**src/rtl/shiftreg_spi_ctrl.sv**
```systemverilog
// shiftreg_spi_ctrl
//   Serialises a parallel routing word into the switch-matrix shift-register
//   chain. The word is sent MSB first on spi_mosi_o, clocked by spi_clk_o at
//   clk/(2*CLK_DIV). After the last bit, spi_latch_o pulses to commit the word.
//
// Parameters
//   N        bits per transfer (chain length), N >= 2
//   CLK_DIV  clk cycles per spi_clk half-period, CLK_DIV >= 1
//
// Ports
//   clk_i        system clock, posedge
//   reset_i      asynchronous active-high reset
//   tx_data_i    word to send; bit N-1 goes out first
//   tx_valid_i   tx_data_i valid; accepted when tx_valid_i & tx_ready_o
//   tx_ready_o   controller idle
//   busy_o       transfer in progress (always ~tx_ready_o)
//   spi_clk_o    serial clock, idle low; the chain samples on its rising edge
//   spi_mosi_o   serial data; changes only while spi_clk_o is low
//   spi_latch_o  high for CLK_DIV cycles after the last bit
//
// Optional readback (macro SHIFTREG_READBACK_EN)
//   spi_miso_i   chain output, sampled at the end of each spi_clk high phase
//   rx_data_o    word read back from the chain, updated as spi_latch_o rises
//   rx_valid_o   one-cycle strobe that accompanies a new rx_data_o
module shiftreg_spi_ctrl #(
  parameter int N       = 8,
  parameter int CLK_DIV = 4
) (
  input  logic         clk_i,
  input  logic         reset_i,
  input  logic [N-1:0] tx_data_i,
  input  logic         tx_valid_i,
  output logic         tx_ready_o,
  output logic         busy_o,
  output logic         spi_clk_o,
  output logic         spi_mosi_o,
`ifdef SHIFTREG_READBACK_EN
  input  logic         spi_miso_i,
  output logic [N-1:0] rx_data_o,
  output logic         rx_valid_o,
`endif
  output logic         spi_latch_o
);

  localparam int DW = (CLK_DIV > 1) ? $clog2(CLK_DIV) : 1;
  localparam int BW = $clog2(N);

  typedef enum logic [1:0] {IDLE, LOW, HIGH, LATCH} state_e;

  state_e         state_q, state_d;
  logic [DW-1:0]  div_q, div_d;
  logic [BW-1:0]  bit_q, bit_d;
  logic [N-1:0]   shreg_q, shreg_d;
  logic           ready_q, ready_d;
  logic           busy_q, busy_d;
  logic           sclk_q, sclk_d;
  logic           mosi_q, mosi_d;
  logic           latch_q, latch_d;
  logic           div_last;

`ifdef SHIFTREG_READBACK_EN
  logic [N-1:0]   rx_shreg_q, rx_shreg_d;
  logic [N-1:0]   rx_data_q, rx_data_d;
  logic           rx_valid_q, rx_valid_d;
`endif

  assign div_last = (div_q == DW'(CLK_DIV - 1));

  always_comb begin
    state_d = state_q;
    div_d   = div_q;
    bit_d   = bit_q;
    shreg_d = shreg_q;
    ready_d = ready_q;
    busy_d  = busy_q;
    sclk_d  = sclk_q;
    mosi_d  = mosi_q;
    latch_d = latch_q;
`ifdef SHIFTREG_READBACK_EN
    rx_shreg_d = rx_shreg_q;
    rx_data_d  = rx_data_q;
    rx_valid_d = 1'b0;
`endif
    case (state_q)
      IDLE: begin
        div_d = '0;
        if (tx_valid_i && ready_q) begin
          shreg_d = tx_data_i;
          mosi_d  = tx_data_i[N-1];
          bit_d   = BW'(N - 1);
          ready_d = 1'b0;
          busy_d  = 1'b1;
          state_d = LOW;
        end
      end
      LOW: begin
        if (div_last) begin
          div_d   = '0;
          sclk_d  = 1'b1;
          state_d = HIGH;
        end else begin
          div_d = div_q + DW'(1);
        end
      end
      HIGH: begin
        if (div_last) begin
          div_d  = '0;
          sclk_d = 1'b0;
`ifdef SHIFTREG_READBACK_EN
          rx_shreg_d = {rx_shreg_q[N-2:0], spi_miso_i};
`endif
          if (bit_q != '0) begin
            // mosi already holds the current MSB, so the next bit is N-2
            shreg_d = shreg_q << 1;
            mosi_d  = shreg_q[N-2];
            bit_d   = bit_q - BW'(1);
            state_d = LOW;
          end else begin
            mosi_d  = 1'b0;
            latch_d = 1'b1;
            state_d = LATCH;
`ifdef SHIFTREG_READBACK_EN
            // include the bit captured on this very edge
            rx_data_d  = {rx_shreg_q[N-2:0], spi_miso_i};
            rx_valid_d = 1'b1;
`endif
          end
        end else begin
          div_d = div_q + DW'(1);
        end
      end
      LATCH: begin
        if (div_last) begin
          div_d   = '0;
          latch_d = 1'b0;
          ready_d = 1'b1;
          busy_d  = 1'b0;
          state_d = IDLE;
        end else begin
          div_d = div_q + DW'(1);
        end
      end
      default: state_d = IDLE;
    endcase
  end

  always_ff @(posedge clk_i or posedge reset_i) begin
    if (reset_i) begin
      state_q <= IDLE;
      div_q   <= '0;
      bit_q   <= '0;
      shreg_q <= '0;
      ready_q <= 1'b1;
      busy_q  <= 1'b0;
      sclk_q  <= 1'b0;
      mosi_q  <= 1'b0;
      latch_q <= 1'b0;
    end else begin
      state_q <= state_d;
      div_q   <= div_d;
      bit_q   <= bit_d;
      shreg_q <= shreg_d;
      ready_q <= ready_d;
      busy_q  <= busy_d;
      sclk_q  <= sclk_d;
      mosi_q  <= mosi_d;
      latch_q <= latch_d;
    end
  end

`ifdef SHIFTREG_READBACK_EN
  always_ff @(posedge clk_i or posedge reset_i) begin
    if (reset_i) begin
      rx_shreg_q <= '0;
      rx_data_q  <= '0;
      rx_valid_q <= 1'b0;
    end else begin
      rx_shreg_q <= rx_shreg_d;
      rx_data_q  <= rx_data_d;
      rx_valid_q <= rx_valid_d;
    end
  end

  assign rx_data_o  = rx_data_q;
  assign rx_valid_o = rx_valid_q;
`endif

  assign tx_ready_o  = ready_q;
  assign busy_o      = busy_q;
  assign spi_clk_o   = sclk_q;
  assign spi_mosi_o  = mosi_q;
  assign spi_latch_o = latch_q;

endmodule

```
**config.mk**
```make
export PLATFORM = sky130hd
export DESIGN_NAME = shiftreg_spi_ctrl
export DESIGN_NICKNAME = d
export VERILOG_FILES = /design/src/rtl/shiftreg_spi_ctrl.sv
export SDC_FILE = /design/constraint.sdc
export NUM_CORES = 1
export LEC_CHECK = 0
export ABC_AREA = 1
export CORE_MARGIN = 5
export CORE_UTILIZATION = 46
export CTS_CLUSTER_SIZE = 28
export DETAILED_ROUTE_END_ITERATION = 10
export PLACE_DENSITY = 0.83
export SLEW_MARGIN = 20
export SYNTH_ARGS = -nofsm -noshare
export SYNTH_HDL_FRONTEND = slang
export SYNTH_SLANG_ARGS = --single-unit
```
**constraint.sdc**
```tcl
create_clock -name clk_i -period 1.2 [get_ports clk_i]
set_clock_uncertainty 0.05 [all_clocks]
set_input_delay 0.12 -clock clk_i [delete_from_list [all_inputs] [get_ports clk_i]]
set_output_delay 0.12 -clock clk_i [all_outputs]
set_load 0.005 [all_outputs]
```
# Word level (Yosys, flattened, before mapping)
# Index checks and enable logic that the tools add are counted.
# word_totals
out_inout_bits,5
ff_bits,19
in_bits,11
# classes
eq_ne,10
add_sub_neg,2
n_reduce_logical,14
mux,30
# op_table
cell,n
2-to-1 mux 7 bit,3
case mux 7 bit (2 select lines),1
2-to-1 mux 2 bit,6
inequality test 2 bit (second input constant),6
AND reduction 4 bit,3
case mux 1 bit (2 select lines),5
2-to-1 mux 1 bit,9
2-to-1 mux 3 bit,3
AND reduction 3 bit,3
case mux 2 bit (4 select lines),1
nonzero test 2 bit,4
equality test 2 bit (second input constant),3
case mux 3 bit (2 select lines),1
case mux 2 bit (2 select lines),1
nonzero test 3 bit,1
OR reduction 3 bit,1
subtractor 3 x 1 -> 3 bit (second input constant),1
adder 2 x 1 -> 2 bit (second input constant),1
equality test 2 x 1 -> 1 bit (second input constant),1
logical NOT 2 bit,1
logical AND 1 bit,1

# Depth between registers and ports, before layout
# Gate-level depths: netlist of run 1.
# depth
depth_word,4
mapped_depth,8
mapped_depth_nobuf,8

# Worst setup path after synthesis of run 1
# Ideal clock, no wire load.
# synth_path
kind,flip-flop to flip-flop
from,register div_q[0]
to,register shreg_q[0]
setup_slack_ns,-0.092
stages_incl_launch_ff,9
arrival_time_ns,1.126
setup_ns,0.117
synth_period_minus_slack_ns,1.292
required_ns,1.033
cell_sequence,dfrtp_1 ha_1 inv_1 nand3_1 nand2_1 inv_2 buf_6 nand3_1 nand2_1
# synth_via
elab_chain_len,3
# synth_rtl
item,line_no,source
"start, declared",51,"logic [DW-1:0] div_q, div_d;"
"start signal, assigned",160,div_q <= div_d;
equality test 2 bit,67,assign div_last = (div_q == DW'(CLK_DIV - 1));
inequality test 2 bit (no source line),n/a,
AND reduction 4 bit (no source line),n/a,
"end signal, assigned",162,shreg_q <= shreg_d;
"end, declared",53,"logic [N-1:0] shreg_q, shreg_d;"
# Every way passes these cells.
# A chain may end at the register's enable or synchronous reset.

# Worst setup path after layout of run 1
# layout_path
from,register state_q[0]
to,register bit_q[0]
# layout_via
elab_chain_len,3
word_cells_on_any_way,8
cone_classes,eq/ne (4); mux (1); reduce/logical (3)
# layout_rtl
item,line_no,source
"start, declared",50,"state_e state_q, state_d;"
"start signal, assigned",159,state_q <= state_d;
equality test 2 bit / logical NOT 2 bit (equally long branches),84,case (state_q)
inequality test 2 bit (no source line) / nonzero test 2 bit (equally long branches),n/a,
AND reduction 4 bit (no source line),n/a,
"end signal, assigned",161,bit_q <= bit_d;
"end, declared",52,"logic [BW-1:0] bit_q, bit_d;"
# Several ways; a longest one is shown, not always the timed one.

==> flow_summary.html, run 1 <==
<table>
<tr><th>Metric</th><th>Value</th></tr>
<tr><th colspan="2">Synth</th></tr>
<tr><td>Sequential element share of the synthesized area</td><td>47.8%</td></tr>
<tr><td>Share of synthesized registers carrying an async set or reset</td><td>100%</td></tr>
<tr><td>Synthesized area</td><td>approximately 1000 um^2</td></tr>
<tr><td>Top-area cell type share of the netlist area</td><td>45.2%</td></tr>
<tr><td>Count of mapped cells out of synthesis</td><td>between 100 and 150</td></tr>
<tr><td>Number of storage elements in the synthesis netlist</td><td>19</td></tr>
<tr><td>Synth warn</td><td>0</td></tr>
<tr><td>Synthesized net count</td><td>approximately 140</td></tr>
<tr><td>Post-synth EDFFs</td><td>0</td></tr>
<tr><td>Biggest area consumer among synthesized cells</td><td>sky130_fd_sc_hd__dfrtp_1</td></tr>
<tr><td>Most common flop cell mapped by yosys</td><td>sky130_fd_sc_hd__dfrtp_1</td></tr>
<tr><td>Distinct cells, synth</td><td>20</td></tr>
<tr><td>Largest cells by area after synthesis</td><td>sky130_fd_sc_hd__dfrtp_1 45%, sky130_fd_sc_hd__nand2_1 21%, sky130_fd_sc_hd__nand3_1 7.5%</td></tr>
<tr><td>Mean instance size in the synthesized netlist</td><td>a little under 8 um^2</td></tr>
<tr><th colspan="2">Finish</th></tr>
<tr><td>Total Nets Final</td><td>roughly 190</td></tr>
<tr><td>Most common cell after layout, fill and taps aside</td><td>sky130_fd_sc_hd__nand2_1</td></tr>
<tr><td>Flip-flop and latch area</td><td>479 um^2</td></tr>
<tr><td>Layout-stage area growth over the synthesis result</td><td>64.9%</td></tr>
<tr><td>Fill count</td><td>about 110</td></tr>
<tr><td>Layout cells sized above 1</td><td>between 40 and 50%</td></tr>
<tr><td>Diode insertion count for antenna repair</td><td>0</td></tr>
<tr><td>Cell Count, Final, Fillers Out</td><td>204</td></tr>
<tr><td>Commonest cells after routing, fill and taps aside</td><td>47 x sky130_fd_sc_hd__nand2_1, 25 x sky130_fd_sc_hd__buf_4, 16 x sky130_fd_sc_hd__dfrtp_1</td></tr>
<tr><td>Total area of multi-input combinational cells</td><td>636 um^2</td></tr>
<tr><th colspan="2">Worst setup path</th></tr>
<tr><td>Worst-case reg-to-reg path depth</td><td>7</td></tr>
<tr><td>Maximum single-stage delay on the critical path</td><td>0.49 ns</td></tr>
<tr><td>Req. time, crit path</td><td>1.37 ns</td></tr>
<tr><td>Buffers &amp; Inverters on Critical Path</td><td>2</td></tr>
<tr><td>CP delay by family, top</td><td>simple AND/OR/NAND/NOR gates</td></tr>
<tr><td>Setup slack of the worst register-to-register path</td><td>-0.15 ns</td></tr>
<tr><td>Capture instance of the worst register-to-register path</td><td>bit_q[0]</td></tr>
<tr><td>Class of the most critical setup path</td><td>flop to flop</td></tr>
<tr><td>Ordered cell list for the critical path</td><td>nor2_4, nand2_2, nand2_4, inv_4, buf_6, nand3_2, nand2_1</td></tr>
<tr><td>Launching point of the worst reg2reg path</td><td>state_q[0]</td></tr>
<tr><td>Depth of the critical timing path with buffers and inverters included</td><td>7</td></tr>
<tr><td>Highest fanout seen on the critical path</td><td>5</td></tr>
<tr><td>Arrival time at the worst endpoint</td><td>around 1.5 ns</td></tr>
<tr><td>Worst setup path startpoint</td><td>state_q[0]</td></tr>
<tr><td>Worst setup EP type</td><td>flop</td></tr>
<tr><td>Crit path max-delay cell type</td><td>sky130_fd_sc_hd__dfrtp_2</td></tr>
<tr><td>Crit path launch type</td><td>flop</td></tr>
<tr><th colspan="2">GRT</th></tr>
<tr><td>Vias in the first global route</td><td>1,058</td></tr>
<tr><td>GR Util All Layers</td><td>20.3%</td></tr>
<tr><td>Maximum number of pins on one net before global-route repair</td><td>20</td></tr>
<tr><td>Antenna violations before repair</td><td>0</td></tr>
<tr><td>GRT Residual Overflow</td><td>0</td></tr>
<tr><td>Wire length of the first global-routing pass</td><td>4970 um</td></tr>
<tr><th colspan="2">Clocking</th></tr>
<tr><td>Clock tree root driver cell</td><td>sky130_fd_sc_hd__clkbuf_4</td></tr>
<tr><td>Total of hold buffers inserted after clock tree synthesis</td><td>0</td></tr>
<tr><td>TritonCTS clock tree</td><td>built</td></tr>
<tr><td>H-tree levels</td><td>1</td></tr>
<tr><td>Number of buffers added by the clock tree synthesis step</td><td>3</td></tr>
<tr><td>Deepest clock path buffer count</td><td>2</td></tr>
<tr><td>Clock latency of the later-clocked register in the worst-skew pair</td><td>~0.32 ns</td></tr>
<tr><td># clock sinks</td><td>19</td></tr>
<tr><td>Clock transition at the register clock pins on the worst setup and hold paths after CTS</td><td>0.13 ns</td></tr>
<tr><th colspan="2">Pwr</th></tr>
<tr><td>Pwr/cell area</td><td>3030 mW/mm^2</td></tr>
<tr><td>Cell leakage power</td><td>around 0.83 nW</td></tr>
<tr><td>Max IR drop VDD</td><td>between 2000 and 2500 uV</td></tr>
<tr><td>Final Power</td><td>4.98 mW</td></tr>
<tr><th colspan="2">Timing</th></tr>
<tr><td>Unrepaired setup endpoints after global routing</td><td>true</td></tr>
<tr><td>Setup slack of the critical path after layout</td><td>-0.149 ns</td></tr>
<tr><td>Maximum operating frequency</td><td>741 MHz</td></tr>
<tr><td>Fin crit share</td><td>112%</td></tr>
<tr><td>Worst max-slew margin expressed relative to the limit</td><td>82.7%</td></tr>
<tr><td>Count of pins over their slew limit</td><td>0</td></tr>
<tr><td>Count of endpoints failing hold in the final timing report</td><td>0</td></tr>
<tr><td>Setup_tns</td><td>-1.51 ns</td></tr>
<tr><td>Crit path time final</td><td>1.35 ns</td></tr>
<tr><td>Total setup violations reported at the end of the flow</td><td>17</td></tr>
<tr><td>Slew at the pin closest to its max-slew limit</td><td>approximately 0.26 ns</td></tr>
<tr><th colspan="2">Outcome</th></tr>
<tr><td>Violated checks</td><td>negative setup slack</td></tr>
<tr><td>Status</td><td>finished, violations left</td></tr>
<tr><th colspan="2">Die</th></tr>
<tr><td>Starting density of the core</td><td>49.3%</td></tr>
<tr><td>Die span in y</td><td>56.6 um</td></tr>
<tr><td>Number of I/O pins</td><td>16</td></tr>
<tr><td>Core Rows</td><td>16</td></tr>
<tr><td>Floorplan Core Area</td><td>0.00202 mm^2</td></tr>
<tr><td>Total Die Area</td><td>0.00320 mm^2</td></tr>
<tr><td>Horizontal die dimension</td><td>56.6 um</td></tr>
<tr><th colspan="2">Place</th></tr>
<tr><td>Number of buffers added on ports</td><td>15</td></tr>
<tr><td>DP Cell Count</td><td>188</td></tr>
<tr><td>Global placer's final weighted congestion</td><td>0.851</td></tr>
<tr><td>Final HPWL from detailed placement</td><td>between 1500 and 2000 um</td></tr>
<tr><th colspan="2">Routing</th></tr>
<tr><td>DRC errors left</td><td>0</td></tr>
<tr><td>ANT nets after route</td><td>0</td></tr>
<tr><td>Count of routing violations after the opening detailed-route iteration</td><td>63</td></tr>
<tr><td>Via density per instance</td><td>5.67</td></tr>
<tr><td>Routed len/inst</td><td>between 15 and 20 um</td></tr>
<tr><td>Total via count after detailed routing</td><td>1,157</td></tr>
<tr><td>Aggregate routed wire length</td><td>3600 um</td></tr>
<tr><td>Iteration count of the initial detailed-routing pass</td><td>4</td></tr>
<tr><th colspan="2">Run</th></tr>
<tr><td>Number of max-cap violations</td><td>0</td></tr>
<tr><th colspan="2">Worst hold path</th></tr>
<tr><td>Hold WC Path Type</td><td>input port to asynchronous set/reset pin</td></tr>
</table>
[metrics by stage]
step           util [%]  area [um^2]  setup slack, ns  hold slack, ns
4_1_cts            74.8         1510          -0.0491          0.0655
5_1_grt            81.3         1640           -0.175           0.128
6_report           81.3         1640           -0.149           0.105
3_3_place_gp       65.5         1320          -0.0874           0.403
2_1_floorplan         -         1020          -0.0106          0.0204
3_5_place_dp       65.5         1320           -0.106           0.411
[routing by layer]
metal / routed length (um) / vias to the layer above / GRT usage [%]
met5: 0 / - / 0
met4: 212 / 0 / 11.2
met3: 274 / 29 / 3.67
met2: 1770 / 74 / 33.5
met1: 1350 / 552 / 24.6
li1: - / 502 / -
[tightest hold or removal path, cell delays in order]
cell                              delay [ns]
sky130_fd_sc_hd__clkdlybuf4s50_1        0.42
sky130_fd_sc_hd__inv_1                  0.07
sky130_fd_sc_hd__buf_4                  0.27
[timing repair]
action,CTS,global route
setup endpoints to repair,20,17
gates cloned,1,0
buffers inserted,4,7
pin swaps,18,12
resized for setup,43,21
[final cells by class]
class,instances,share of cell area (%)
clock inverters,1,0.304
well taps,27,2.05
repair buffers,47,24.8
clock buffers,3,1.37
flip-flops and latches,19,29.1
multi-input cells,93,38.7
inverters,14,3.65
[worst max-delay path by stage]
| stage | to | slack [ns] |
|---|---|---|
| 2_1_floorplan | shreg_q[0] | -0.01 |
| 3_3_place_gp | shreg_q[0] | -0.09 |
| 3_5_place_dp | bit_q[0] | -0.11 |
| 4_1_cts | shreg_q[0] | -0.05 |
| 5_1_grt | bit_q[0] | -0.17 |
| 6_report | bit_q[0] | -0.15 |
[synth_stat cells, types with 2 or more instances]
cell type                 count
sky130_fd_sc_hd__o21ai_0      3
sky130_fd_sc_hd__nand3_1     15
sky130_fd_sc_hd__ha_1         4
sky130_fd_sc_hd__nand2_1     56
sky130_fd_sc_hd__buf_6        2
sky130_fd_sc_hd__nand2_2      2
sky130_fd_sc_hd__inv_2        3
sky130_fd_sc_hd__dfrtp_1     18
sky130_fd_sc_hd__inv_1       11
sky130_fd_sc_hd__nor2_1       5
[flip-flops by register name, summed over array words and instances, names as in the netlist]
signal	cells
shreg_q	7
bit_q	3
div_q	2
state_q	2
busy_o	1
spi_clk_o	1
spi_latch_o	1
spi_mosi_o	1
tx_ready_o	1
[power breakdown]
group          total, mW  switching, mW  internal [mW]
sequential          1.27          0.283          0.987
clock              0.359          0.234          0.125
combinational       3.35           1.83           1.52
[logic make-up after synthesis]
family | count (synthesis) | synth area share [%]
adders and majority gates | 4 | 5.02
and+or+nand+nor | 81 | 34.0
DFF | 19 | 47.8
AOI/OAI and AO/OA | 8 | 4.89
buffers and inverters | 17 | 8.28
Power figures use the tool's default switching activity.
==> inputs of run 2 (changes only) <==
--- a/config.mk
+++ b/config.mk
@@ -11,7 +11,9 @@
 export CTS_CLUSTER_SIZE = 28
 export DETAILED_ROUTE_END_ITERATION = 10
 export PLACE_DENSITY = 0.83
+export RECOVER_POWER = 50
 export SLEW_MARGIN = 20
 export SYNTH_ARGS = -nofsm -noshare
 export SYNTH_HDL_FRONTEND = slang
 export SYNTH_SLANG_ARGS = --single-unit
+export TNS_END_PERCENT = 100
==> run 2 against run 1 <==
The run still ends with negative setup slack left. Clock power barely moved. Total power about the same. Global-route usage unchanged. Flip-flop and latch count unchanged. Cell count unchanged. Largest cell class unchanged.
==> flow_summary.html, run 2 (synthesized netlist as in run 1, its figures left out) <==
<table>
<tr><th>Metric</th><th>Value</th></tr>
<tr><th colspan="2">Clocking</th></tr>
<tr><td>H-tree levels</td><td>1 (unchanged)</td></tr>
<tr><td>Deepest clock path buffer count</td><td>2 (unchanged)</td></tr>
<tr><td># clock sinks</td><td>19 (unchanged)</td></tr>
<tr><td>Number of buffers added by the clock tree synthesis step</td><td>3 (unchanged)</td></tr>
<tr><td>TritonCTS clock tree</td><td>built (unchanged)</td></tr>
<tr><td>Clock latency of the later-clocked register in the worst-skew pair</td><td>0.32 ns (about the same)</td></tr>
<tr><td>Clock transition at the register clock pins on the worst setup and hold paths after CTS</td><td>0.13 ns (about the same)</td></tr>
<tr><td>Total of hold buffers inserted after clock tree synthesis</td><td>0 (unchanged)</td></tr>
<tr><td>Clock tree root driver cell</td><td>sky130_fd_sc_hd__clkbuf_4 (unchanged)</td></tr>
<tr><th colspan="2">Routing</th></tr>
<tr><td>Count of routing violations after the opening detailed-route iteration</td><td>62 (was 63)</td></tr>
<tr><td>Total via count after detailed routing</td><td>1,153 (was 1,157)</td></tr>
<tr><td>Routed len/inst</td><td>17.7 um (about the same)</td></tr>
<tr><td>ANT nets after route</td><td>0 (unchanged)</td></tr>
<tr><td>Aggregate routed wire length</td><td>3610 um (was 3600 um)</td></tr>
<tr><td>DRC errors left</td><td>0 (unchanged)</td></tr>
<tr><td>Iteration count of the initial detailed-routing pass</td><td>4 (unchanged)</td></tr>
<tr><td>Via density per instance</td><td>5.65 (was 5.67)</td></tr>
<tr><th colspan="2">Worst setup path</th></tr>
<tr><td>Req. time, crit path</td><td>1.38 ns (was 1.37 ns)</td></tr>
<tr><td>Crit path max-delay cell type</td><td>sky130_fd_sc_hd__dfrtp_2 (unchanged)</td></tr>
<tr><td>Worst setup EP type</td><td>flop (unchanged)</td></tr>
<tr><td>Depth of the critical timing path with buffers and inverters included</td><td>7 (unchanged)</td></tr>
<tr><td>Ordered cell list for the critical path</td><td>nor2_4, nand2_2, nand2_4, inv_4, buf_6, nand3_2, nand2_1 (unchanged)</td></tr>
<tr><td>Arrival time at the worst endpoint</td><td>1.52 ns (about the same)</td></tr>
<tr><td>Worst-case reg-to-reg path depth</td><td>7 (unchanged)</td></tr>
<tr><td>Capture instance of the worst register-to-register path</td><td>bit_q[0] (unchanged)</td></tr>
<tr><td>Buffers &amp; Inverters on Critical Path</td><td>2 (unchanged)</td></tr>
<tr><td>Crit path launch type</td><td>flop (unchanged)</td></tr>
<tr><td>Launching point of the worst reg2reg path</td><td>state_q[0] (unchanged)</td></tr>
<tr><td>Maximum single-stage delay on the critical path</td><td>0.49 ns (about the same)</td></tr>
<tr><td>Highest fanout seen on the critical path</td><td>5 (unchanged)</td></tr>
<tr><td>Class of the most critical setup path</td><td>flop to flop (unchanged)</td></tr>
<tr><td>Setup slack of the worst register-to-register path</td><td>-0.14 ns (was -0.15 ns)</td></tr>
<tr><td>CP delay by family, top</td><td>simple AND/OR/NAND/NOR gates (unchanged)</td></tr>
<tr><td>Worst setup path startpoint</td><td>state_q[0] (unchanged)</td></tr>
<tr><th colspan="2">GRT</th></tr>
<tr><td>Wire length of the first global-routing pass</td><td>4970 um (unchanged)</td></tr>
<tr><td>Vias in the first global route</td><td>1,058 (unchanged)</td></tr>
<tr><td>Maximum number of pins on one net before global-route repair</td><td>20 (unchanged)</td></tr>
<tr><td>Antenna violations before repair</td><td>0 (unchanged)</td></tr>
<tr><td>GR Util All Layers</td><td>20.3% (unchanged)</td></tr>
<tr><td>GRT Residual Overflow</td><td>0 (unchanged)</td></tr>
<tr><th colspan="2">Die</th></tr>
<tr><td>Floorplan Core Area</td><td>0.00202 mm^2 (unchanged)</td></tr>
<tr><td>Starting density of the core</td><td>49.3% (unchanged)</td></tr>
<tr><td>Number of I/O pins</td><td>16 (unchanged)</td></tr>
<tr><td>Horizontal die dimension</td><td>56.6 um (unchanged)</td></tr>
<tr><td>Die span in y</td><td>56.6 um (unchanged)</td></tr>
<tr><td>Total Die Area</td><td>0.00320 mm^2 (unchanged)</td></tr>
<tr><td>Core Rows</td><td>16 (unchanged)</td></tr>
<tr><th colspan="2">Place</th></tr>
<tr><td>Number of buffers added on ports</td><td>15 (unchanged)</td></tr>
<tr><td>DP Cell Count</td><td>188 (unchanged)</td></tr>
<tr><td>Global placer's final weighted congestion</td><td>0.851 (unchanged)</td></tr>
<tr><td>Placed cell area</td><td>0.00132 mm^2 (unchanged)</td></tr>
<tr><td>Final HPWL from detailed placement</td><td>1630 um (unchanged)</td></tr>
<tr><td>Minimum setup slack after placement</td><td>-0.106 ns (unchanged)</td></tr>
<tr><th colspan="2">Timing</th></tr>
<tr><td>Fin crit share</td><td>112% (about the same)</td></tr>
<tr><td>Maximum operating frequency</td><td>744 MHz (was 741 MHz)</td></tr>
<tr><td>Setup slack of the critical path after layout</td><td>-0.144 ns (was -0.149 ns)</td></tr>
<tr><td>Slew at the pin closest to its max-slew limit</td><td>0.489 ns (was 0.259 ns)</td></tr>
<tr><td>Total setup violations reported at the end of the flow</td><td>17 (unchanged)</td></tr>
<tr><td>Count of endpoints failing hold in the final timing report</td><td>0 (unchanged)</td></tr>
<tr><td>Worst hold margin</td><td>0.313 ns (was 0.105 ns)</td></tr>
<tr><td>Count of pins over their slew limit</td><td>0 (unchanged)</td></tr>
<tr><td>Crit path time final</td><td>1.34 ns (was 1.35 ns)</td></tr>
<tr><td>Worst max-slew margin expressed relative to the limit</td><td>67.4% (was 82.7%)</td></tr>
<tr><td>Unrepaired setup endpoints after global routing</td><td>true (unchanged)</td></tr>
<tr><th colspan="2">Finish</th></tr>
<tr><td>Number of flip-flops under the largest register name</td><td>7 (unchanged)</td></tr>
<tr><td>Biggest registers after layout</td><td>shreg_q (7), bit_q (3) (unchanged)</td></tr>
<tr><td>Post-layout instance area</td><td>0.00164 mm^2 (about the same)</td></tr>
<tr><td>Commonest cells after routing, fill and taps aside</td><td>47 x sky130_fd_sc_hd__nand2_1, 24 x sky130_fd_sc_hd__buf_4, 16 x sky130_fd_sc_hd__dfrtp_1 (was 47 x sky130_fd_sc_hd__nand2_1, 25 x sky130_fd_sc_hd__buf_4, 16 x sky130_fd_sc_hd__dfrtp_1)</td></tr>
<tr><td>Diode insertion count for antenna repair</td><td>0 (unchanged)</td></tr>
<tr><td>Cell Count, Final, Fillers Out</td><td>204 (unchanged)</td></tr>
<tr><td>Total Nets Final</td><td>193 (unchanged)</td></tr>
<tr><td>Most common cell after layout, fill and taps aside</td><td>sky130_fd_sc_hd__nand2_1 (unchanged)</td></tr>
<tr><td>Register ranked first by flip-flop count</td><td>shreg_q (unchanged)</td></tr>
<tr><td>Layout-stage area growth over the synthesis result</td><td>64.6% (was 64.9%)</td></tr>
<tr><td>Layout cells sized above 1</td><td>44.6% (unchanged)</td></tr>
<tr><th colspan="2">Pwr</th></tr>
<tr><td>Pwr/cell area</td><td>3030 mW/mm^2 (about the same)</td></tr>
<tr><td>Max IR drop VDD</td><td>2050 uV (was 2070 uV)</td></tr>
<tr><td>Cell leakage power</td><td>0.834 nW (was 0.835 nW)</td></tr>
<tr><td>Final Power</td><td>4.98 mW (about the same)</td></tr>
<tr><th colspan="2">Worst hold path</th></tr>
<tr><td>Hold WC Path Type</td><td>input port to asynchronous set/reset pin (unchanged)</td></tr>
<tr><th colspan="2">Outcome</th></tr>
<tr><td>Violated checks</td><td>negative setup slack (unchanged)</td></tr>
<tr><td>Status</td><td>finished, violations left (unchanged)</td></tr>
<tr><th colspan="2">Run</th></tr>
<tr><td>Number of max-cap violations</td><td>0 (unchanged)</td></tr>
</table>
[run 2: area by class of cell]
class | count | area [um^2]
Multi-Input combinational cell | 93 | 636
Sequential cell | 19 | 479
Tap cell | 27 | 33.8
Clock buffer | 3 | 22.5
Inverter | 14 | 60.1
Fill cell | 113 | 380
Clock inverter | 1 | 5.00
Timing Repair Buffer | 47 | 405
[run 2: stage by stage]
stage | utilization (%) | TNS, ns
2_1_floorplan | - | -0.106
3_3_place_gp | 65.5 | -0.743
3_5_place_dp | 65.5 | -1.08
4_1_cts | 74.8 | -0.441
5_1_grt | 81.2 | -2.13
6_report | 81.2 | -1.53
[run 2: power breakdown]
part / internal [mW] / switching, mW / total, mW
registers: 0.986 / 0.283 / 1.27
logic: 1.52 / 1.83 / 3.35
clock network: 0.125 / 0.235 / 0.360
[run 2: worst max path at each step]
| stage | to | slack, ns |
|---|---|---|
| 2_1_floorplan | shreg_q[0] | -0.01 |
| 3_3_place_gp | shreg_q[0] | -0.09 |
| 3_5_place_dp | bit_q[0] | -0.11 |
| 4_1_cts | shreg_q[0] | -0.05 |
| 5_1_grt | bit_q[0] | -0.17 |
| 6_report | bit_q[0] | -0.14 |
[run 2: routing by layer]
metal,global-route usage [%],part of all wire [%],vias to the layer above
li1,-,-,502
met1,24.6,39,552
met2,33.5,48,66
met3,3.67,6.2,33
met4,11.2,7.4,0
met5,0,0,-
[run 2: timing repair]
item | in CTS | in global routing
setup endpoints to repair | 20 | 17
pin swaps | 18 | 12
gates cloned | 1 | 0
buffers inserted | 4 | 7
resized for setup | 43 | 21
[run 2: tightest hold or removal path, cell delays in order]
cell                            delay, ns
sky130_fd_sc_hd__dlygate4sd3_1       0.55
sky130_fd_sc_hd__inv_1               0.07
sky130_fd_sc_hd__clkbuf_2            0.41
==> inputs of run 3 (changes only) <==
--- a/config.mk
+++ b/config.mk
@@ -7,10 +7,10 @@
 export LEC_CHECK = 0
 export ABC_AREA = 1
 export CORE_MARGIN = 5
-export CORE_UTILIZATION = 46
+export CORE_UTILIZATION = 51
 export CTS_CLUSTER_SIZE = 28
 export DETAILED_ROUTE_END_ITERATION = 10
-export PLACE_DENSITY = 0.83
+export PLACE_DENSITY = 0.87
 export RECOVER_POWER = 50
 export SLEW_MARGIN = 20
 export SYNTH_ARGS = -nofsm -noshare
==> constraint.sdc (replaced) <==
create_clock -name clk_i -period 1.51 [get_ports clk_i]
set_clock_uncertainty 0.05 [all_clocks]
set_input_delay 0.151 -clock clk_i [delete_from_list [all_inputs] [get_ports clk_i]]
set_output_delay 0.151 -clock clk_i [all_outputs]
set_load 0.005 [all_outputs]
==> run 3 against run 2 <==
The run now ends clean. Die area down 8.1%. Cell area down 25%. Sequential share of layout area up 9.7 points. Critical path type unchanged. Largest cell class is now sequential cells. Largest power group unchanged.
==> flow_summary.html, run 3 (synthesized netlist as in run 1, its figures left out) <==
<table>
<tr><th>Metric</th><th>Value</th></tr>
<tr><th colspan="2">Finish</th></tr>
<tr><td>Biggest registers after layout</td><td>shreg_q (7), bit_q (3) (unchanged)</td></tr>
<tr><td>Total Nets Final</td><td>167 (was 193)</td></tr>
<tr><td>Register ranked first by flip-flop count</td><td>shreg_q (unchanged)</td></tr>
<tr><td>Diode insertion count for antenna repair</td><td>0 (unchanged)</td></tr>
<tr><td>Core Util, Final</td><td>63.8% (was 81.2%)</td></tr>
<tr><td>Commonest cells after routing, fill and taps aside</td><td>56 x sky130_fd_sc_hd__nand2_1, 18 x sky130_fd_sc_hd__dfrtp_1, 15 x sky130_fd_sc_hd__nand3_1 (was 47 x sky130_fd_sc_hd__nand2_1, 24 x sky130_fd_sc_hd__buf_4, 16 x sky130_fd_sc_hd__dfrtp_1)</td></tr>
<tr><td>Layout cells sized above 1</td><td>11.3% (was 44.6%)</td></tr>
<tr><td>Layout-stage area growth over the synthesis result</td><td>23.0% (was 64.6%)</td></tr>
<tr><td>Most common cell after layout, fill and taps aside</td><td>sky130_fd_sc_hd__nand2_1 (unchanged)</td></tr>
<tr><td>Number of flip-flops under the largest register name</td><td>7 (unchanged)</td></tr>
<tr><th colspan="2">Clocking</th></tr>
<tr><td>H-tree levels</td><td>1 (unchanged)</td></tr>
<tr><td>Clock latency of the later-clocked register in the worst-skew pair</td><td>0.31 ns (was 0.32 ns)</td></tr>
<tr><td>Clock transition at the register clock pins on the worst setup and hold paths after CTS</td><td>0.12 ns (was 0.13 ns)</td></tr>
<tr><td>Total of hold buffers inserted after clock tree synthesis</td><td>0 (unchanged)</td></tr>
<tr><td>Deepest clock path buffer count</td><td>2 (unchanged)</td></tr>
<tr><td>Number of buffers added by the clock tree synthesis step</td><td>3 (unchanged)</td></tr>
<tr><td># clock sinks</td><td>19 (unchanged)</td></tr>
<tr><td>TritonCTS clock tree</td><td>built (unchanged)</td></tr>
<tr><td>Clock tree root driver cell</td><td>sky130_fd_sc_hd__clkbuf_4 (unchanged)</td></tr>
<tr><th colspan="2">Worst setup path</th></tr>
<tr><td>Most prevalent standard cell on the critical path</td><td>sky130_fd_sc_hd__nand2_1</td></tr>
<tr><td>Maximum single-stage delay on the critical path</td><td>0.41 ns (was 0.49 ns)</td></tr>
<tr><td>Arrival time at the worst endpoint</td><td>1.60 ns (was 1.52 ns)</td></tr>
<tr><td>Buffers &amp; Inverters on Critical Path</td><td>2 (unchanged)</td></tr>
<tr><td>Ordered cell list for the critical path</td><td>inv_1, ha_1, nand2_1, nand2_1, nand2_2, buf_4, nand3_1, nand2_1 (was nor2_4, nand2_2, nand2_4, inv_4, buf_6, nand3_2, nand2_1)</td></tr>
<tr><td>CP delay by family, top</td><td>simple AND/OR/NAND/NOR gates (unchanged)</td></tr>
<tr><td>Highest fanout seen on the critical path</td><td>8 (was 5)</td></tr>
<tr><td>Worst setup EP type</td><td>flop (unchanged)</td></tr>
<tr><td>Class of the most critical setup path</td><td>flop to flop (unchanged)</td></tr>
<tr><td>Crit path max-delay cell type</td><td>sky130_fd_sc_hd__dfrtp_1 (was sky130_fd_sc_hd__dfrtp_2)</td></tr>
<tr><td>Req. time, crit path</td><td>1.68 ns (was 1.38 ns)</td></tr>
<tr><td>Crit path launch type</td><td>flop (unchanged)</td></tr>
<tr><th colspan="2">Run</th></tr>
<tr><td>Number of max-cap violations</td><td>0 (unchanged)</td></tr>
<tr><th colspan="2">Routing</th></tr>
<tr><td>Routed len/inst</td><td>12.1 um (was 17.7 um)</td></tr>
<tr><td>Total via count after detailed routing</td><td>915 (was 1,153)</td></tr>
<tr><td>Iteration count of the initial detailed-routing pass</td><td>4 (unchanged)</td></tr>
<tr><td>Via density per instance</td><td>5.14 (was 5.65)</td></tr>
<tr><td>ANT nets after route</td><td>0 (unchanged)</td></tr>
<tr><td>Aggregate routed wire length</td><td>2150 um (was 3610 um)</td></tr>
<tr><td>Routed length on met3</td><td>61 um (was 223 um)</td></tr>
<tr><td>Topmost layer with routed signal wires</td><td>met4 (unchanged)</td></tr>
<tr><td>DRC errors left</td><td>0 (unchanged)</td></tr>
<tr><td>Met2 wire length</td><td>1050 um (was 1720 um)</td></tr>
<tr><td>Length of routed wiring on met1</td><td>987 um (was 1400 um)</td></tr>
<tr><td>Count of routing violations after the opening detailed-route iteration</td><td>28 (was 62)</td></tr>
<tr><th colspan="2">Place</th></tr>
<tr><td>Number of buffers added on ports</td><td>15 (unchanged)</td></tr>
<tr><td>Final HPWL from detailed placement</td><td>1500 um (was 1630 um)</td></tr>
<tr><td>Global placer's final weighted congestion</td><td>0.821 (was 0.851)</td></tr>
<tr><td>Minimum setup slack after placement</td><td>0.0508 ns (was -0.106 ns)</td></tr>
<tr><th colspan="2">Timing</th></tr>
<tr><td>Slew at the pin closest to its max-slew limit</td><td>1.02 ns (was 0.489 ns)</td></tr>
<tr><td>Worst hold margin</td><td>0.415 ns (was 0.313 ns)</td></tr>
<tr><td>Crit path time final</td><td>1.43 ns (was 1.34 ns)</td></tr>
<tr><td>Count of endpoints failing hold in the final timing report</td><td>0 (unchanged)</td></tr>
<tr><td>Worst max-slew margin expressed relative to the limit</td><td>32.2% (was 67.4%)</td></tr>
<tr><td>Setup slack of the critical path after layout</td><td>0.0796 ns (was -0.144 ns)</td></tr>
<tr><td>Total setup violations reported at the end of the flow</td><td>0 (was 17)</td></tr>
<tr><td>Maximum operating frequency</td><td>699 MHz (was 744 MHz)</td></tr>
<tr><td>Unrepaired setup endpoints after global routing</td><td>false (was true)</td></tr>
<tr><td>Fin crit share</td><td>94.7% (was 112%)</td></tr>
<tr><td>Setup_tns</td><td>0 ns (was -1.53 ns)</td></tr>
<tr><td>Count of pins over their slew limit</td><td>0 (unchanged)</td></tr>
<tr><th colspan="2">Pwr</th></tr>
<tr><td>Cell leakage power</td><td>0.655 nW (was 0.834 nW)</td></tr>
<tr><td>Switching component of the power</td><td>1.16 mW (was 2.35 mW)</td></tr>
<tr><td>Proportion of total power due to net switching</td><td>44.6% (was 47.2%)</td></tr>
<tr><td>Clock power share</td><td>10.4% (was 7.2%)</td></tr>
<tr><td>Max IR drop VDD</td><td>1200 uV (was 2050 uV)</td></tr>
<tr><td>Final Power</td><td>2.60 mW (was 4.98 mW)</td></tr>
<tr><td>Share of power burned in combinational logic</td><td>52.9% (was 67.3%)</td></tr>
<tr><td>Pwr/cell area</td><td>2120 mW/mm^2 (was 3030 mW/mm^2)</td></tr>
<tr><td>Cell internal pwr</td><td>1.44 mW (was 2.63 mW)</td></tr>
<tr><td>Flop pwr share</td><td>36.7% (was 25.5%)</td></tr>
<tr><th colspan="2">GRT</th></tr>
<tr><td>Vias in the first global route</td><td>874 (was 1,058)</td></tr>
<tr><td>Antenna violations before repair</td><td>0 (unchanged)</td></tr>
<tr><td>Wire length of the first global-routing pass</td><td>3510 um (was 4970 um)</td></tr>
<tr><td>Maximum number of pins on one net before global-route repair</td><td>20 (unchanged)</td></tr>
<tr><td>GR Util All Layers</td><td>16.9% (was 20.3%)</td></tr>
<tr><td>GRT Residual Overflow</td><td>0 (unchanged)</td></tr>
<tr><th colspan="2">Die</th></tr>
<tr><td>Total Die Area</td><td>0.00294 mm^2 (was 0.00320 mm^2)</td></tr>
<tr><td>Starting density of the core</td><td>51.9% (was 49.3%)</td></tr>
<tr><td>Floorplan Core Area</td><td>0.00192 mm^2 (was 0.00202 mm^2)</td></tr>
<tr><td>Core Rows</td><td>16 (unchanged)</td></tr>
<tr><td>Horizontal die dimension</td><td>54.2 um (was 56.6 um)</td></tr>
<tr><td>Number of I/O pins</td><td>16 (unchanged)</td></tr>
<tr><td>Die span in y</td><td>54.2 um (was 56.6 um)</td></tr>
<tr><th colspan="2">Worst hold path</th></tr>
<tr><td>Hold WC Path Type</td><td>input port to flop (was input port to asynchronous set/reset pin)</td></tr>
<tr><th colspan="2">Outcome</th></tr>
<tr><td>Status</td><td>complete, no violations (was finished, violations left)</td></tr>
</table>
-- run 3: final cells by class --
type / instances / area, um^2
Sequential cell: 19 / 477
Timing Repair Buffer: 21 / 190
Multi-Input combinational cell: 93 / 443
Fill cell: 174 / 696
Tap cell: 27 / 33.8
Clock buffer: 3 / 22.5
Clock inverter: 1 / 5.00
Inverter: 14 / 55.1
-- run 3: path summary, 6_finish.rpt --
kind                              start    endpoint  slack (ns)  cells past startpoint
hold / removal             tx_data_i[0]  shreg_q[0]        0.41                      5
max in group asynchronous       reset_i      busy_o        0.27                      3
hold reg to reg                div_q[0]    div_q[0]        0.43                      1
setup / recovery               bit_q[0]    bit_q[1]        0.08                      8
setup reg to reg               bit_q[0]    bit_q[1]        0.08                      8
min in group asynchronous       reset_i    bit_q[1]        0.52                      3
-- run 3: what timing repair did --
| action | 4_1_cts | 5_1_grt |
|---|---|---|
| buffers inserted | 1 | 0 |
| endpoints found under the setup margin | 1 | 10 |
| resized for setup | 1 | 2 |
-- run 3: layer usage --
layer,vias up,global-route usage (%)
met5,-,0
met4,0,12.9
met3,5,2.45
met2,25,26.9
met1,438,20.5
li1,447,-
-- run 3: power by group through the flow --
stage	Clock, mW	Combinational, mW	Sequential, mW
floorplan	0	0.969	0.937
global placement	0	1.25	0.957
detailed placement	0	1.31	0.967
CTS	0.270	1.34	0.951
global route	0.295	1.56	0.982
finish	0.271	1.37	0.955
-- run 3: per-stage QoR --
| stage | cells | cell area, um^2 |
|---|---|---|
| 6_report | 178 | 1230 |
| 5_1_grt | 178 | 1230 |
| 4_1_cts | 178 | 1220 |
| 3_5_place_dp | 173 | 1190 |
| 3_3_place_gp | 173 | 1190 |
| 2_1_floorplan | 129 | 997 |
-- run 3: worst register-to-register path: cells and delay by family (launching register included) --
family	cells	cell delay, ns
flip-flops	1	0.41
buffers and inverters	2	0.27
adder cells (fa/ha/maj)	1	0.18
AND/OR/NAND/NOR	5	0.43
